==> config.mk <==
export PLATFORM = sky130hd
export DESIGN_NAME = rr_arbiter4_flat
export DESIGN_NICKNAME = d
export VERILOG_FILES = /design/src/rtl/rr_arbiter4_if.sv /design/src/rtl/rr_arbiter4.sv /design/src/flat_wrapper.sv
export SDC_FILE = /design/constraint.sdc
export NUM_CORES = 1
export LEC_CHECK = 0
export ABC_AREA = 1
export CAP_MARGIN = 40
export CELL_PAD_IN_SITES_DETAIL_PLACEMENT = 1
export CELL_PAD_IN_SITES_GLOBAL_PLACEMENT = 1
export CORE_MARGIN = 8
export CORE_UTILIZATION = 23
export DETAILED_ROUTE_END_ITERATION = 6
export PLACE_DENSITY_LB_ADDON = 0.15
export SYNTH_ARGS = -nofsm -noshare
export SYNTH_HDL_FRONTEND = slang
export SYNTH_SLANG_ARGS = --single-unit
==> constraint.sdc <==
create_clock -name clk -period 4.5 [get_ports clk]
set_input_delay 1.35 -clock clk [delete_from_list [all_inputs] [get_ports clk]]
set_output_delay 1.35 -clock clk [all_outputs]
set_load 0.01 [all_outputs]
==> src/rtl/rr_arbiter4_if.sv <==
// Request/grant bundle between four requesters and the rr_arbiter4 round-robin arbiter.
// The requester side uses the master modport; the arbiter uses the slave modport.
interface rr_arbiter4_if;
    logic [3:0] req;
    logic [3:0] gnt;
    logic [1:0] gnt_idx;
    logic       gnt_valid;
    logic       busy;

    modport master (
        output req,
        input  gnt,
        input  gnt_idx,
        input  gnt_valid,
        input  busy
    );

    modport slave (
        input  req,
        output gnt,
        output gnt_idx,
        output gnt_valid,
        output busy
    );
endinterface

==> src/rtl/rr_arbiter4.sv <==
// Four-way round-robin arbiter: IDLE/GRANT/RELEASE FSM, rotating priority pointer, registered grants.
// Define RR_ARB_TIMEOUT_EN to cap each ownership at MAX_HOLD grant cycles.
module rr_arbiter4 #(
    parameter int unsigned MAX_HOLD = 8
) (
    input  logic         clk,
    input  logic         rst_n,
    rr_arbiter4_if.slave arb
);

    typedef enum logic [1:0] {
        IDLE    = 2'b00,
        GRANT   = 2'b01,
        RELEASE = 2'b10
    } state_e;

    if (MAX_HOLD < 1 || MAX_HOLD > 255) begin : g_max_hold_range
        $error("rr_arbiter4: MAX_HOLD must be in 1..255");
    end

    state_e     state_q, state_d;
    logic [1:0] ptr_q, ptr_d;
    logic [1:0] idx_q, idx_d;
    logic [3:0] gnt_q, gnt_d;
    logic       gnt_valid_q, gnt_valid_d;
    logic       busy_q, busy_d;
    logic       req_any;
    logic [1:0] win;
    logic       timeout_hit;

    // First set request at or above p, wrapping 3 -> 0.
    function automatic logic [1:0] pick(input logic [3:0] r, input logic [1:0] p);
        logic [1:0] w;
        logic [1:0] idx;
        w = p;
        for (int i = 3; i >= 0; i--) begin
            idx = p + 2'(i);
            if (r[idx]) w = idx;
        end
        return w;
    endfunction

    assign req_any = |arb.req;
    assign win     = pick(arb.req, ptr_q);

`ifdef RR_ARB_TIMEOUT_EN
    localparam logic [7:0] MAX_HOLD_C = 8'(MAX_HOLD);

    logic [7:0] hold_q, hold_d;

    assign timeout_hit = (hold_q >= MAX_HOLD_C);

    // Loaded to 1 on entry to GRANT, counts while owned, saturates, zero elsewhere.
    always_comb begin
        hold_d = 8'd0;
        if (state_d == GRANT) begin
            if (state_q != GRANT)      hold_d = 8'd1;
            else if (hold_q != 8'hFF)  hold_d = hold_q + 8'd1;
            else                       hold_d = hold_q;
        end
    end
`else
    assign timeout_hit = 1'b0;
`endif

    // NOTE: every signal driven here gets a default first so no path leaves it unassigned (no latches).
    always_comb begin
        state_d = state_q;
        ptr_d   = ptr_q;
        idx_d   = idx_q;
        gnt_d   = gnt_q;
        unique case (state_q)
            IDLE: begin
                gnt_d = 4'b0000;
                if (req_any) begin
                    state_d = GRANT;
                    idx_d   = win;
                    gnt_d   = 4'b0001 << win;
                end
            end
            GRANT: begin
                if (!arb.req[idx_q] || timeout_hit) begin
                    state_d = RELEASE;
                    gnt_d   = 4'b0000;
                    ptr_d   = idx_q + 2'd1;
                end
            end
            RELEASE: begin
                gnt_d = 4'b0000;
                if (req_any) begin
                    state_d = GRANT;
                    idx_d   = win;
                    gnt_d   = 4'b0001 << win;
                end else begin
                    state_d = IDLE;
                end
            end
            default: begin
                state_d = IDLE;
                gnt_d   = 4'b0000;
            end
        endcase
        gnt_valid_d = |gnt_d;
        busy_d      = (state_d != IDLE);
    end

    // NOTE: sequential state uses non-blocking assignments so all flops update together on the edge.
    always_ff @(posedge clk or negedge rst_n) begin
        if (!rst_n) begin
            state_q     <= IDLE;
            ptr_q       <= 2'd0;
            idx_q       <= 2'd0;
            gnt_q       <= 4'b0000;
            gnt_valid_q <= 1'b0;
            busy_q      <= 1'b0;
`ifdef RR_ARB_TIMEOUT_EN
            hold_q      <= 8'd0;
`endif
        end else begin
            state_q     <= state_d;
            ptr_q       <= ptr_d;
            idx_q       <= idx_d;
            gnt_q       <= gnt_d;
            gnt_valid_q <= gnt_valid_d;
            busy_q      <= busy_d;
`ifdef RR_ARB_TIMEOUT_EN
            hold_q      <= hold_d;
`endif
        end
    end

    assign arb.gnt       = gnt_q;
    assign arb.gnt_idx   = idx_q;
    assign arb.gnt_valid = gnt_valid_q;
    assign arb.busy      = busy_q;

endmodule

==> src/flat_wrapper.sv <==
// flat-port wrapper written by rule: the top's interface ports become plain ports
module rr_arbiter4_flat 
#(
    parameter int unsigned MAX_HOLD = 8
)
  (clk, rst_n, arb_req, arb_gnt, arb_gnt_idx, arb_gnt_valid, arb_busy);
  rr_arbiter4_if arb_i ();
  input  logic clk;
  input  logic rst_n;
  input wire logic [$bits(arb_i.req)-1:0] arb_req;
  output wire logic [$bits(arb_i.gnt)-1:0] arb_gnt;
  output wire logic [$bits(arb_i.gnt_idx)-1:0] arb_gnt_idx;
  output wire logic [$bits(arb_i.gnt_valid)-1:0] arb_gnt_valid;
  output wire logic [$bits(arb_i.busy)-1:0] arb_busy;
  assign arb_i.req = arb_req;
  assign arb_gnt = arb_i.gnt;
  assign arb_gnt_idx = arb_i.gnt_idx;
  assign arb_gnt_valid = arb_i.gnt_valid;
  assign arb_busy = arb_i.busy;
  rr_arbiter4 #(.MAX_HOLD(MAX_HOLD)) u_core (.clk(clk), .rst_n(rst_n), .arb(arb_i));
endmodule
==> flow_summary.yaml <==
status:
  status: "finished, final reports clean"
pwr:
  powerDensity_nw_per_um2: 739
  max-vdd-ir-drop_mv: 0.242
  leakagePower_nw: 0.486
  power_mw: 0.705
floorplanning:
  dieArea_um2: 5380
  rows: 21
  core-area_um2: 3260
  die_w_um: 73.3
  die_h_um: 73.3
  start_util_pct: 23.2
  io_pins: 14
hold_path:
  hold_class: "flop to flop"
  hold_path_depth: 2
clock_tree:
  cts_max_level: 1
  cts_hold_buf: 0
  cts_tree: "built"
  cts_buffers: 3
  post_cts_resized: 0
  clk_pin_slew_ps: 70
  cts_sinks: 12
  cts_max_path_buffers: 2
  cts-root-buf: "clkbuf_4"
  worstSkewPairLatency_ps: 270
  post_cts_buffers: 0
routing:
  drtAntennaViolNets: 0
  drc: 0
  routedWlPerCell_um: 11.1
  viasPerCell: 4.11
  postRouteWirelength_um: 1870
  first_pass_iters: 4
  drtIter0Drc: 19
  dr_total_vias: 694
global_routing:
  grt_pass1_vias: 727
  overflow: 0
  grt.met2_usage_pct: 12.4
  use_met3_pct: 1.91
  grt_max_degree: 13
  antenna_found_initial: 0
  grt_first_pass_wirelength_um: 3280
  grt_usage_pct: 8.07
  busiest_layer: "met2"
  gr-usage-met1_pct: 9.98
yosys:
  seq_area_frac_synth_pct: 39.7
  ys_types: 17
  syn_avg_cell_area_um2: 7.00
  synthesis.area_um2: 756
  netlist_instances: 108
  syn-num-nets: 114
  ys_seq_elements: 12
  yosysWarnings: 0
finish:
  fin_util_pct: 29.3
  drive_gt1_share_pct: 16.3
  fin_nets: 131
  insertedDiodeCount: 0
  syn_to_final_growth_pct: 26.3
setup_path:
  critPathArrivalTime_ps: 2840
  setup.worst_path.end_class: "flop"
  startpoint_type: "input port"
  rr_worst_depth: 13
  required_ps: 4660
  crit_fanout: 4
  crit_type: "input port to flop"
timing:
  worstMarginPinSlew_ps: 544
  fin_skew_ps: 1.75
  finalHoldViolCount: 0
  slew-limit-headroom_pct: 63.7
  period_share_pct: 59.6
  fin_crit_ps: 2680
  max_freq_mhz: 373
  rsz0062_at_grt: "false"
  final.setup.tns_ps: 0
  finalSetupViolations: 0
  slew_violations: 0
place:
  io_buffer_count: 13
  dpl.hpwl_um: 1540
  gp_congestion: 0.772
job:
  max_cap_viol_count: 0
## worst paths after layout
path	from	slack, ps	endpoint
setup / recovery	arb_req[2]	1820	u_core.arb.gnt_valid
hold / removal	u_core.arb.gnt[0]	520	u_core.arb.gnt[0]
setup reg to reg	u_core.ptr_q[0]	2770	u_core.arb.gnt_valid
hold reg to reg	u_core.arb.gnt[0]	520	u_core.arb.gnt[0]
max in group asynchronous	rst_n	2710	u_core.arb.gnt[2]
min in group asynchronous	rst_n	1430	u_core.state_q[0]
## cells by family after synthesis
| logic type | Yosys count | synth area share (%) |
|---|---|---|
| AND/OR/NAND/NOR | 69 | 42.2 |
| buffers and inverters | 16 | 9.93 |
| flip-flops | 12 | 39.7 |
| AO/OA/AOI/OAI | 10 | 6.95 |
| XOR/XNOR | 1 | 1.16 |
## cell type report
cell class / instances / area [um^2]
well taps: 46 / 57.6
clock buffers: 3 / 22.5
flip-flops and latches: 12 / 300
multi-input cells: 80 / 380
repair buffers: 13 / 130
inverters: 15 / 63.8
fillers: 434 / 2300
## routing by layer
layer	share of wire (%)	wire, um
met1	47	887
met3	3.3	62
met5	0	0
met2	47	885
met4	2.0	38
## cells in the final DEF, fill, tap and decap left out, types with 2 or more instances in the layout
cell type / n
nand2_1: 38
clkdlybuf4s50_1: 13
nand4_1: 2
nor2_1: 5
clkbuf_4: 3
nand3_1: 7
dfrtp_1: 12
inv_1: 14
nand2_2: 13
o21ai_0: 6
a21oi_1: 2
nor2_2: 2
## Yosys cell counts, drive strengths merged
cell | instances | area share (%)
o21ai | 7 | 4.6
nand4 | 2 | 1.7
nand3 | 8 | 6.0
inv | 15 | 8.4
o211ai | 1 | 0.99
a21oi | 2 | 1.3
nor4 | 1 | 0.83
nor2 | 7 | 4.1
buf | 1 | 1.5
xor2 | 1 | 1.2
dfrtp | 12 | 40
nand2 | 51 | 30
## report_power, final
group | switching, mW | leakage [nW] | internal, mW | total (mW)
clock | 0.0322 | 0.0138 | 0.0309 | 0.0631
sequential | 0.0504 | 0.150 | 0.154 | 0.205
combinational | 0.268 | 0.322 | 0.170 | 0.438
total | 0.350 | 0.486 | 0.355 | 0.705
## worst max-delay path, stage by stage
cell and delay [ps]:
clkdlybuf4s50_1 530, inv_1 80, o21ai_1 170, nand2_1 100, nand3_1 80, nand2_1 70, inv_1 50, nand2_1 80
nand4_1 130, nand2_2 70, nor2_2 90, nand2_1 50
## registers in the layout (all words and copies together) (netlist names)
name,count
u_core.arb.busy,1
u_core.arb.gnt,4
u_core.arb.gnt_idx,2
u_core.arb.gnt_valid,1
u_core.ptr_q,2
u_core.state_q,2
## per-stage QoR
step | cells | instance area [um^2] | hold WS [ps] | setup slack (ps)
3_5_place_dp | 166 | 932 | 506 | 1520
4_1_cts | 169 | 955 | 526 | 1800
5_1_grt | 169 | 955 | 544 | 1670
6_report | 169 | 955 | 521 | 1820
2_1_floorplan | 108 | 756 | 510 | 2230
3_3_place_gp | 166 | 932 | 502 | 1480
No activity file was read; power rests on OpenSTA's default activity.
==> edit 1, RTL diff (same settings) <==
Add a define of `RR_ARB_TIMEOUT_EN`.
--- a/src/rtl/rr_arbiter4.sv
+++ b/src/rtl/rr_arbiter4.sv
@@ -1,4 +1,6 @@
 // Four-way round-robin arbiter: IDLE/GRANT/RELEASE FSM, rotating priority pointer, registered grants.
 // Define RR_ARB_TIMEOUT_EN to cap each ownership at MAX_HOLD grant cycles.
+`define RR_ARB_TIMEOUT_EN
+
 module rr_arbiter4 #(
     parameter int unsigned MAX_HOLD = 8
Behaviour: not the same (Yosys sat finds a counterexample within 10 cycles, from zero or initial values and one cycle with rst_n low).
==> edit 1 against the original RTL <==
- count of clock-buffer cells in the layout unchanged
- sequential cell count rose by 8
- power grew 30%
- wire length up 47%
- synthesized area up 42%
- sequential power up 42%
- register-to-register slack barely moved
- cell count grew 27%
- worst setup slack got worse by 74 ps
- final area increased by 42%
==> edit 1: results (changes against the original RTL) <==
| Metric | Value |
|---|---|
| Status | `completed` |
| Final Skew | `2.019 ps (+0.2692 ps)` |
| RD Place Congestion | `0.7726 (about the same)` |
| Maximum vdd ir drop | `0.1979 mV (-18%)` |
| Leak | `0.6900 nW (+42%)` |
| Post-synth top cells | `nand2_1, dfrtp_1, inv_1` |
| Seq pwr | `0.000292 W (+42%)` |
| Layout cells sized above 1 | `0.1429 (-0.01974)` |
| Worst hold-check path type | `reg2reg` |
| Max_slew headroom | `0.6553 (+0.01877)` |
| Netlist cell types | `19 (+2)` |
| Placed Cells | `211 (+27%)` |
| Initial DRC Count | `37 (+18)` |
| CTS resizes | `0 (unchanged)` |
| Antenna violations before repair | `0 (unchanged)` |
| Met3 GRT Util | `0.02517 (+0.006070)` |
| Crit Path Max Fanout | `6 (+2)` |
| Worst path max stage delay | `500 ps (-30 ps)` |
| Root buffer cell | `clkbuf_8` |
| Met2 Usage GRT | `0.1316 (+0.007485)` |
| DP HPWL | `2245 microns (+45%)` |
| Comb power frac | `0.482 (-0.138)` |
| Top area cells in the synthesized netlist | `dfrtp_1, nand2_1, nand2_2, nand3_1, inv_1` |
| Register area share after synthesis | `0.4678 (+0.07049)` |
| Vias per std cell | `4.372 (+6.5%)` |
| CP arrival | `2960 ps (+120 ps)` |
| Syn. warnings | `0 (unchanged)` |
| Via Count | `940 (+35%)` |
| Sw frac | `0.4279 (-0.06847)` |
| Flop-to-flop setup slack | `2760 ps (about the same)` |
| Nets | `170 (+30%)` |
| Detailed Route WL | `2762 microns (+47%)` |
| TritonRoute pass-1 iters | `4 (unchanged)` |
| Vias in the first global route | `1,041 (+43%)` |
| First-pass GRT wire length | `4947 microns (+51%)` |
| # fillers | `561 (+29%)` |
| Pwr Density | `679.6 nW/um^2 (-8.0%)` |
| Min Hold Slack | `520.9 ps (+0.2100 ps)` |
| Met1 Usage GRT | `0.1060 (+0.006149)` |
| Cells after Synth | `141 (+31%)` |
| Max FFs per register | `8 (+4)` |
| Crit path max-delay family | `buffers and inverters` |
| Gr usage total | `0.08382 (+0.003119)` |
[edit 1: layout make-up]
type                       instances  area share
timing repair buffer              14      0.1072
sequential                        20      0.3697
inverter                          20     0.06100
multi-input combinational        103      0.3595
clock inverter                     1     0.02218
tap                               54     0.04991
clock buffer                       3     0.03050
[edit 1: path summary, 6_finish.rpt]
path                                    from                    to  cells after the start
min reg2reg                u_core.arb.gnt[3]     u_core.arb.gnt[3]                      2
min in group asynchronous              rst_n      u_core.hold_q[1]                      1
max in group asynchronous              rst_n     u_core.arb.gnt[0]                      2
max                               arb_req[1]  u_core.arb.gnt_valid                     11
max reg2reg                  u_core.ptr_q[0]  u_core.arb.gnt_valid                     14
min                        u_core.arb.gnt[3]     u_core.arb.gnt[3]                      2
[edit 1: cell families after synthesis]
group | Yosys count | synth area share
AOI/OAI and AO/OA | 15 | 0.07486
other | 1 | 0.003505
buffers and inverters | 21 | 0.08772
and+or+nand+nor | 82 | 0.3427
DFF | 20 | 0.4678
adders and majority gates | 2 | 0.02339
[edit 1: tightest hold or removal path, stage by stage (launching register included)]
cell and delay (ps):
dfrtp_1 350, nand2_1 50, nand2_1 80
[edit 1: per-layer routing]
metal	up-vias	part of all wire
li1	474	-
met2	11	0.48
met3	2	0.040
met1	453	0.48
met5	-	0
met4	0	0.0069
[edit 1: metrics by stage]
| step | util | cell area [sq um] | worst slack (ps) |
|---|---|---|---|
| floorplan | - | 1081 | 2210 |
| global placement | 0.2756 | 1267 | 1472 |
| detailed placement | 0.2789 | 1282 | 1430 |
| CTS | 0.2944 | 1354 | 1701 |
| global route | 0.2944 | 1354 | 1507 |
| finish | 0.2944 | 1354 | 1745 |
==> edit 2, RTL diff (same settings) <==
Made on the original files. Make the reset (`rst_n`) synchronous in one clocked block.
--- a/src/rtl/rr_arbiter4.sv
+++ b/src/rtl/rr_arbiter4.sv
@@ -106,5 +106,5 @@
 
     // NOTE: sequential state uses non-blocking assignments so all flops update together on the edge.
-    always_ff @(posedge clk or negedge rst_n) begin
+    always_ff @(posedge clk) begin
         if (!rst_n) begin
             state_q     <= IDLE;
Check against the original RTL: differs if rst_n is asserted again (counterexample within 4 cycles, from zero or initial values and one cycle with rst_n low); with rst_n held inactive, the same outputs for 10 cycles.
==> edit 2 against the original RTL <==
- global-route usage grew 0.30 points
- synthesized area shrank 2.6%
- worst setup slack lost 70 ps
- highest routed layer unchanged
- wire length grew 4.0%
- largest cell class unchanged
- final area shrank 1.3%
- non-clock buffer count is the same
- sequential share of layout area shrank 6.0 points
- sequential cell count is the same
Power is not compared: it rests on default switching activity, and its combinational part moved more than twofold at a synthesized area within 25%.
==> edit 2: results (changes against the original RTL) <==
| Metric | Value |
|---|---|
| Status | `completed` |
| Top area cells in the synthesized netlist | `dfxtp_1, nand2_1, inv_1, a21oi_1, nand2_2` |
| Post-DP Area | `905.9 sq um (-2.8%)` |
| Logic inverters | `21 (+6)` |
| #MultiIn Comb | `84 (+5.0%)` |
| Final Skew | `4.040 ps (+2.290 ps)` |
| Flop-to-flop setup slack | `2740 ps (-30 ps)` |
| Nets | `141 (+7.6%)` |
| Crit Path Max Fanout | `5 (+1)` |
| Reg-to-reg startpoint | `u_core.ptr_q[0]` |
| M1 WL | `939 microns (+5.9%)` |
| DR WL met3 | `76 microns (+23%)` |
| Data buffer area share | `0.1381 (+0.001810)` |
| RD Place Congestion | `0.7419 (-3.9%)` |
| Crit. Startpoint | `arb_req[1]` |
| Vias in the first global route | `773 (+6.3%)` |
| Crit path max-delay family | `buffers and inverters` |
| Seq. cell area | `240.2 sq um (-20%)` |
| Clock buf count | `4 (+1)` |
| First-pass GRT wire length | `3505 microns (+6.7%)` |
| Area of the multi-input gates | `394.1 sq um (+3.6%)` |
| Met1 Usage GRT | `0.09818 (-0.001663)` |
| CP arrival | `2970 ps (+130 ps)` |
| Met2 routed WL | `893 microns (+0.90%)` |
| FFs & Latches | `12 (unchanged)` |
| Area Growth Syn to Fin | `28.06%` |
| Gr usage total | `0.08371 (+0.003011)` |
| # fillers | `411 (-5.3%)` |
| Largest net degree at the start of global routing | `12 (-1)` |
| Post-synth ARST share | `0 (-1.000)` |
| Post-synth top cells | `nand2_1, inv_1, dfxtp_1` |
| Worst slew pin tran | `442.7 ps (-100.8 ps)` |
| Netlist cell types | `18 (+1)` |
| DP HPWL | `1633 microns (+5.7%)` |
| Met3 GRT Util | `0.02066 (+0.001562)` |
[edit 2: cell types whose count changed in the layout (fill, tap and decap cells not counted), sizes merged, moves of 2 or more]
cell	change
a21oi	+9
nor2	+3
dfxtp	+12
o21ai	-2
dfrtp	-12
nand2	-6
inv	+6
[edit 2: worst min-delay path by stage]
stage | startpoint | end | slack (ps)
finish | u_core.arb.gnt[2] | u_core.arb.gnt[2] | 500
global route | u_core.arb.gnt[1] | u_core.arb.gnt[1] | 530
CTS | u_core.arb.gnt[2] | u_core.arb.gnt[2] | 500
detailed placement | u_core.arb.gnt[2] | u_core.arb.gnt[2] | 490
global placement | u_core.arb.gnt[3] | u_core.arb.gnt[3] | 480
floorplan | u_core.state_q[1] | u_core.arb.busy | 490
[edit 2: power by group]
| part | total (W) | switching, W | internal [W] |
|---|---|---|---|
| clock network | 0.0000870 | 0.0000378 | 0.0000492 |
| registers | 0.000140 | 0.0000153 | 0.000125 |
| logic | 0.000176 | 0.000104 | 0.0000715 |
| total | 0.000403 | 0.000158 | 0.000245 |
[edit 2: tightest hold or removal path, cell delays in order, from the launching register on]
cell and delay, ps:
dfxtp_1 310, nand2_1 80, a21oi_1 60
[edit 2: cells by family (layout without fill, tap and decap cells)]
family,count (synthesis),count (layout),synth area share
buffers and inverters,23,38,0.1377
AND/OR/NAND/NOR,67,67,0.4116
AO/OA/AOI/OAI,17,17,0.1242
flip-flops,12,12,0.3265
[edit 2: through the flow]
stage / hold WS (ps) / std cells
after global routing: 525.9 / 178
final: 499.1 / 178
after global placement: 480.4 / 174
after floorplan: 489.7 / 119
after detailed placement: 485.6 / 174
after CTS: 499.3 / 178
